===== src/rtl/caesar_decipher_stream.sv =====
// Caesar deciphering stream: inverts a left/right letter shift, queues results in a 2-entry FIFO.
// Latency: 1 cycle from input handshake to out_valid when the FIFO is empty.
// Backpressure: in_ready drops when the FIFO is full or a key change is draining; no path from out_ready.
module caesar_decipher_stream (
    input  logic        clk,
    input  logic        rst,
    input  logic        key_load,
    input  logic        key_shift_dir,
    input  logic [4:0]  key_shift_num,
    input  logic        in_valid,
    output logic        in_ready,
    input  logic [7:0]  ctxt_char,
    output logic        out_valid,
    input  logic        out_ready,
    output logic [7:0]  ptxt_char,
    output logic        err_invalid_key_shift_num,
    output logic        err_invalid_ctxt_char,
    output logic [15:0] char_count,
    output logic [7:0]  err_count
);

    localparam logic [1:0] NOKEY = 2'd0;
    localparam logic [1:0] RUN   = 2'd1;
    localparam logic [1:0] DRAIN = 2'd2;

    logic [1:0] state;

    // Active key decodes characters; shadow key holds a change waiting for the FIFO to drain.
    logic       act_dir;
    logic [4:0] act_num;
    logic       sh_dir;
    logic [4:0] sh_num;

    // FIFO entry layout: {ptxt_char[7:0], err_key, err_char}
    logic [9:0] fifo_mem [2];
    logic       wr_ptr;
    logic       rd_ptr;
    logic [1:0] fifo_count;
    logic [9:0] head;

    logic push;
    logic pop;

    logic       is_upper;
    logic       is_lower;
    logic [7:0] lo_bound;
    logic [7:0] hi_bound;
    logic [7:0] shifted;
    logic [7:0] dec_char;
    logic       dec_err_key;
    logic       dec_err_char;

    assign in_ready  = (state == RUN) && (fifo_count < 2'd2);
    assign out_valid = (fifo_count != 2'd0);
    assign push      = in_valid && in_ready;
    assign pop       = out_valid && out_ready;
    assign head      = fifo_mem[rd_ptr];

    // Empty FIFO presents all-zero outputs rather than a stale slot.
    assign ptxt_char                 = out_valid ? head[9:2] : 8'h00;
    assign err_invalid_key_shift_num = out_valid & head[1];
    assign err_invalid_ctxt_char     = out_valid & head[0];

    // Undo the encryptor's shift within the letter's own case range.
    always_comb begin
        is_upper     = (ctxt_char >= 8'h41) && (ctxt_char <= 8'h5A);
        is_lower     = (ctxt_char >= 8'h61) && (ctxt_char <= 8'h7A);
        lo_bound     = is_upper ? 8'h41 : 8'h61;
        hi_bound     = is_upper ? 8'h5A : 8'h7A;
        dec_err_key  = (act_num > 5'd26);
        dec_err_char = !(is_upper || is_lower);
        shifted      = ctxt_char;
        if (!act_dir) begin
            shifted = ctxt_char - {3'b000, act_num};
            if (shifted < lo_bound) begin
                shifted = shifted + 8'd26;
            end
        end else begin
            shifted = ctxt_char + {3'b000, act_num};
            if (shifted > hi_bound) begin
                shifted = shifted - 8'd26;
            end
        end
        dec_char = (dec_err_key || dec_err_char) ? 8'h00 : shifted;
    end

    // Key management FSM: a key change waits in the shadow register until queued entries drain.
    always_ff @(posedge clk or posedge rst) begin
        if (rst) begin
            state   <= NOKEY;
            act_dir <= 1'b0;
            act_num <= 5'd0;
            sh_dir  <= 1'b0;
            sh_num  <= 5'd0;
        end else begin
            case (state)
                NOKEY: begin
                    if (key_load) begin
                        act_dir <= key_shift_dir;
                        act_num <= key_shift_num;
                        state   <= RUN;
                    end
                end
                RUN: begin
                    if (key_load) begin
                        if ((fifo_count == 2'd0) && !push) begin
                            act_dir <= key_shift_dir;
                            act_num <= key_shift_num;
                        end else begin
                            sh_dir <= key_shift_dir;
                            sh_num <= key_shift_num;
                            state  <= DRAIN;
                        end
                    end
                end
                DRAIN: begin
                    if (key_load) begin
                        sh_dir <= key_shift_dir;
                        sh_num <= key_shift_num;
                    end
                    if (fifo_count == 2'd0) begin
                        // A key arriving in the same cycle as the switch-over is the newest one.
                        act_dir <= key_load ? key_shift_dir : sh_dir;
                        act_num <= key_load ? key_shift_num : sh_num;
                        state   <= RUN;
                    end
                end
                default: begin
                    state <= NOKEY;
                end
            endcase
        end
    end

    // FIFO pointers and occupancy; push and pop in one edge leave the count unchanged.
    always_ff @(posedge clk or posedge rst) begin
        if (rst) begin
            wr_ptr     <= 1'b0;
            rd_ptr     <= 1'b0;
            fifo_count <= 2'd0;
        end else begin
            if (push) begin
                wr_ptr <= ~wr_ptr;
            end
            if (pop) begin
                rd_ptr <= ~rd_ptr;
            end
            fifo_count <= fifo_count + {1'b0, push} - {1'b0, pop};
        end
    end

    // FIFO storage; contents are meaningless while the count says empty, so no reset needed.
    always_ff @(posedge clk) begin
        if (push) begin
            fifo_mem[wr_ptr] <= {dec_char, dec_err_key, dec_err_char};
        end
    end

    // Output handshake statistics: total wraps, error count saturates.
    always_ff @(posedge clk or posedge rst) begin
        if (rst) begin
            char_count <= 16'd0;
            err_count  <= 8'd0;
        end else if (pop) begin
            char_count <= char_count + 16'd1;
            if ((head[1] || head[0]) && (err_count != 8'hFF)) begin
                err_count <= err_count + 8'd1;
            end
        end
    end

endmodule


===== config.mk =====
export PLATFORM = sky130hd
export DESIGN_NAME = caesar_decipher_stream
export DESIGN_NICKNAME = d
export VERILOG_FILES = /design/src/rtl/caesar_decipher_stream.sv
export SDC_FILE = /design/constraint.sdc
export NUM_CORES = 1
export LEC_CHECK = 0
export ABC_AREA = 1
export CORE_UTILIZATION = 40
export DETAILED_ROUTE_END_ITERATION = 8
export GPL_ROUTABILITY_DRIVEN = 0
export RECOVER_POWER = 25
export SLEW_MARGIN = 20
export SYNTH_ARGS = -nofsm -noshare
export SYNTH_HDL_FRONTEND = slang
export SYNTH_SLANG_ARGS = --single-unit

===== constraint.sdc =====
create_clock -name clk -period 2.7 [get_ports clk]
set_input_delay 0.27 -clock clk [delete_from_list [all_inputs] [get_ports clk]]
set_output_delay 0.27 -clock clk [all_outputs]
set_load 0.1 [all_outputs]

==> impl_results.md <==
- Max Transition Viols Final: 0
- Iteration count of the initial detailed-routing pass: 6
- Hold Buf Count CTS: 0
- CTS tree: built
- Diodes inserted: 0
- Final worst path period need: 2521 ps
- Post-DR vias/cell: 4.764
- Final hold violations: 0
- Setup ws final: 178.5 ps
- Core area: 9684 um^2
- Largest cells by area after synthesis: dfrtp_1 26%, edfxtp_1 15%, nand2_1 11%
- DR WL/cell: 11.99 um
- Synth area leader: dfrtp_1
- Synth Cell Area: 3975 um^2
- Syn-to-layout area delta: 31.35%
- Post-Syn Area per Cell: 8.316 um^2
- Initial antenna violation count: 0
- # setup viols final: 0
- Seq/Total Area, Yosys: 41.55%
- First-pass GRT wire length: 14.26 mm
- Clock skew: 7.321 ps
- Multi-input gate area: 2132 um^2
- Via count: 3459
- Worst slack, placed: -199.7 ps
- Final TNS setup: 0 ps
- Sequential cell area: 1652 um^2
- Area fraction of the dominant cell type after synthesis: 26.44%
- Measured slew at the worst slew-check pin: 1027 ps
- Synth Flop Type: dfrtp_1
- Peak Freq: 0.3966 GHz
- Drt first-iter violations: 92
- CP endpoint kind: flip-flop
- Worst R2R Start: act_num[3]
- Post-synth EDFFs: 20
- Distinct cells, synth: 33
- TritonCTS Buffers: 9
- FP Rows: 36
- Max-Cap Viols: 0
- Critical Path AT: 2600 ps
- # clock sinks: 62
- DIE HEIGHT: 101.7 um
- Gate Count Post-Synth: 478
- Worst min-delay path startpoint: char_count[14]
- Hold Path Sink: char_count[14]
- Die X: 101.7 um
- H-tree Lvls: 3
- Reg2reg end: fifo_mem[1][5]
- Antenna Nets Post-Route: 0
- Post-DP HPWL: 6.974 mm
- Nets@finish: 627
- CP required: 2780 ps
- Status: finished clean
- Starting Density: 41.05%
- Vias in the first global route: 3119
- Hold Crit Class: flip-flop to flip-flop
- Die ar.: 10340 um^2
- Max FO, Critical Path: 8
- Clock Path Buffers: 2
- Syn Nets: 517
- Total track usage: 17.62%
- Worst-skew pair later-pin latency: 330 ps
- Reg2reg setup slack: 180 ps
- Share of cells above drive strength 1: 27.99%
- DRC Markers: 0
- #FFs+latches synth: 62
- Worst Setup Path Type: flip-flop to flip-flop
- Worst hold path depth: 1
- Fill cells: 909
- IO Port Bufs: 54
- Reg clk slew, reported paths: 70 ps
- Number of placed I/O pins: 55
- Crit share post-route: 93.39%
- Drt total wl: 8.708 mm
- Warnings from Yosys: 0
- Largest net degree at the start of global routing: 43
- R2R cell count: 16
- GRT overflow: 0
- Fraction of registers with async set/reset: 67.74%
- Final core utilization: 53.91%
- Crit path launch type: flip-flop
- Rel. slew slack: 31.56%
- Clock root buffer: clkbuf_8
area by class of cell:
cell class	count	share of cell area (%)
clock inverter	6	1.294
inverter	57	4.146
sequential	62	31.63
clock buffer	10	2.636
tap	133	3.187
multi-input combinational	352	40.83
timing repair buffer	106	16.27
logic make-up (layout without fill, tap and decap cells):
logic type | after synthesis | after routing | share of synthesized area [%]
simple gates | 245 | 245 | 27.64
mux | 15 | 15 | 4.186
fa+ha+maj | 20 | 20 | 6.673
xor+xnor | 33 | 33 | 7.743
buf+inv | 64 | 179 | 6.641
flops | 62 | 62 | 41.55
compound gates | 39 | 39 | 5.571
timing repair:
action | 4_1_cts | 5_1_grt
gates resized for setup | 0 | 19
buffers inserted | 0 | 1
endpoints found under the setup margin | 0 | 14
worst max path at each step:
stage	startpoint	to	slack (ps)	cells past startpoint
after global placement	ctxt_char[4]	fifo_mem[0][5]	-140	19
final	act_num[3]	fifo_mem[1][5]	180	16
after global routing	act_num[1]	fifo_mem[1][6]	-5	18
after detailed placement	ctxt_char[4]	fifo_mem[0][5]	-200	19
after floorplan	act_num[3]	fifo_mem[0][6]	140	19
after CTS	act_num[4]	fifo_mem[1][5]	60	19
synth_stat cells, drive strengths merged, types with 3 or more instances:
library cell    n
nand3          48
ha             18
edfxtp         20
a21oi          24
nand4          15
buf             6
nor2           49
dfrtp          42
mux2           13
xnor2          14
nand2         130
o211ai          3
xor2           19
nor3            3
inv            56
o21ai          11
cells in the final DEF, fill, tap and decap left out, types with 3 or more instances in the layout:
master,n
inv_2,12
buf_4,86
nor2_2,8
a21oi_2,6
a21oi_1,18
nand2_4,4
ha_4,3
nand4_1,15
inv_1,42
xnor2_1,14
ha_1,15
nor3_1,3
nand2_1,119
o21ai_1,7
dlymetal6s2s_1,3
nand3_1,44
nor2_1,39
dfrtp_1,42
nand2_2,7
o21ai_0,4
clkdlybuf4s50_1,14
nand3_2,4
xor2_1,18
mux2_2,13
edfxtp_1,20
clkbuf_8,10
o211ai_1,3
layer usage:
layer / wire length (um) / track usage, % / up-vias
met5: 0 / 0 / -
met4: 82 / 4.682 / 0
met3: 292 / 3.520 / 8
met2: 4111 / 28.12 / 53
met1: 4222 / 24.36 / 1612
li1: - / - / 1786
registers in the layout, indices dropped and copies added (netlist names), 2 cells and up:
signal,count
sh_num,5
err_count,8
char_count,16
fifo_count,2
act_num,5
fifo_mem,20
state,2
per-stage QoR:
stage | hold slack (ps) | instances | cell area (um^2)
after floorplan | 378.5 | 478 | 3978
after detailed placement | 492.3 | 709 | 4930
after global routing | 522.0 | 726 | 5221
after global placement | 483.7 | 709 | 4930
after CTS | 374.8 | 725 | 5135
final | 503.8 | 726 | 5221
worst max-delay path, stage by stage (launching register included):
cell,delay [ps]
dfrtp_1,370
inv_1,100
ha_4,300
buf_6,130
nand2_1,50
inv_1,90
nand4_1,110
nand4_1,90
nand2_1,90
ha_1,290
nand2_1,50
nand2_1,90
nand2_4,100
nand2_4,110
nand2_1,50
a21oi_1,170
nor2_1,90
Power is left out: the tool's default activity adds up to more than one toggle a clock period on the data nets, which glitch-free logic cannot reach.
==> variant: new RTL, same flow settings <==
Reset style: synchronous (`rst`), changed in 3 clocked blocks.
--- a/src/rtl/caesar_decipher_stream.sv
+++ b/src/rtl/caesar_decipher_stream.sv
@@ -86,5 +86,5 @@
 
     // Key management FSM: a key change waits in the shadow register until queued entries drain.
-    always_ff @(posedge clk or posedge rst) begin
+    always_ff @(posedge clk) begin
         if (rst) begin
             state   <= NOKEY;
@@ -134,5 +134,5 @@
 
     // FIFO pointers and occupancy; push and pop in one edge leave the count unchanged.
-    always_ff @(posedge clk or posedge rst) begin
+    always_ff @(posedge clk) begin
         if (rst) begin
             wr_ptr     <= 1'b0;
@@ -158,5 +158,5 @@
 
     // Output handshake statistics: total wraps, error count saturates.
-    always_ff @(posedge clk or posedge rst) begin
+    always_ff @(posedge clk) begin
         if (rst) begin
             char_count <= 16'd0;
Behaviour: differs if rst is asserted again (counterexample within 4 cycles, from zero or initial values and one cycle with rst high); with rst held inactive, the same outputs for 4 cycles.
==> variant against the original RTL <==
Count of clock-buffer cells in the layout increased by 1; worst setup slack gained 0.020 ns; routed wire length is 7.1% higher; critical path depth is 3 higher; area after synthesis increased by 0.19%; design area is 1.3% lower; non-clock buffer count increased by 11; sequential cell count is 1 higher.
==> variant: results (changes against the original RTL) <==
[yosys]
synthesis.nets=594  ; was 517
ys_ff_latch=63  ; was 62
synthAdderAreaFrac_pct=6.66  ; was 6.67%
synthMuxAreaShare_pct=0.503  ; was 4.19%
seq_area_frac_synth_pct=36.7  ; was 41.5%
synth_xor_area_share_pct=2.89  ; was 7.74%
synth_common_cells=nand2_1, inv_1, a21oi_1  ; was nand2_1, inv_1, nand3_1
synth_area_leaders=dfxtp_1, edfxtp_1, nand2_1  ; was dfrtp_1, edfxtp_1, nand2_1
synthArstFlopShare_pct=0  ; was 67.7%
synthesis.area_um2=3980  ; about the same
synth_compound_area_share_pct=13.9  ; was 5.57%
ys_types=40  ; was 33

[global_route]
gr-usage-met2_pct=31.6  ; was 28.1%
grt_max_degree=25  ; was 43
grt.total_usage_pct=18.5  ; was 17.6%
use_met1_pct=23.5  ; was 24.4%

[setup_path]
critPathSlowestCell=dfxtp_1  ; was dfrtp_1
critical_path_arrival_ns=2.58  ; was 2.60 ns
crit_path_max_incr_delay_ns=0.33  ; was 0.37 ns
crit_fanout=7  ; was 8

[layout]
instances_no_fill=807  ; was 726
nNonClkBuffers=117  ; was 106
clk_share_pct=3.40  ; was 3.93%
register_area_um2=1470  ; was 1650 um^2
multi_input_area_um2=2210  ; was 2130 um^2

[run_status]
outcome=complete, no violations  ; unchanged

[place]
dp_cells=787  ; was 709

[detailed_routing]
wl_met3_um=218  ; was 292 um
m1WireLength_um=4470  ; was 4220 um
first_iter_violations=113  ; was 92

[timing]
tightest_slew_ns=1.17  ; was 1.03 ns

==> variant: cell types whose count changed in the layout (fill, tap and decap cells not counted), sizes merged, moves of 8 or more <==
cell and change:
dfxtp +43, dfrtp -42, a21oi +32, o21ai +27
clkbuf +20, inv +19, mux2 -13, xor2 -12
nand2 +11, nor2 +10, xnor2 -10, buf -8
==> variant: repair_timing <==
item | CTS | global route
setup buffers | 0 | 4
endpoints found under the setup margin | 0 | 14
gates resized for setup | 0 | 20
==> variant: worst paths after layout <==
kind,endpoint,depth (start not counted),startpoint,slack (ns)
max reg2reg,fifo_mem[1][7]$_DFFE_PP_,19,act_num[1]$_SDFFE_PP0P_,0.20
max,fifo_mem[1][7]$_DFFE_PP_,19,act_num[1]$_SDFFE_PP0P_,0.20
min reg2reg,sh_num[1]$_SDFFE_PP0P_,2,sh_num[1]$_SDFFE_PP0P_,0.45
min,sh_num[1]$_SDFFE_PP0P_,2,sh_num[1]$_SDFFE_PP0P_,0.45
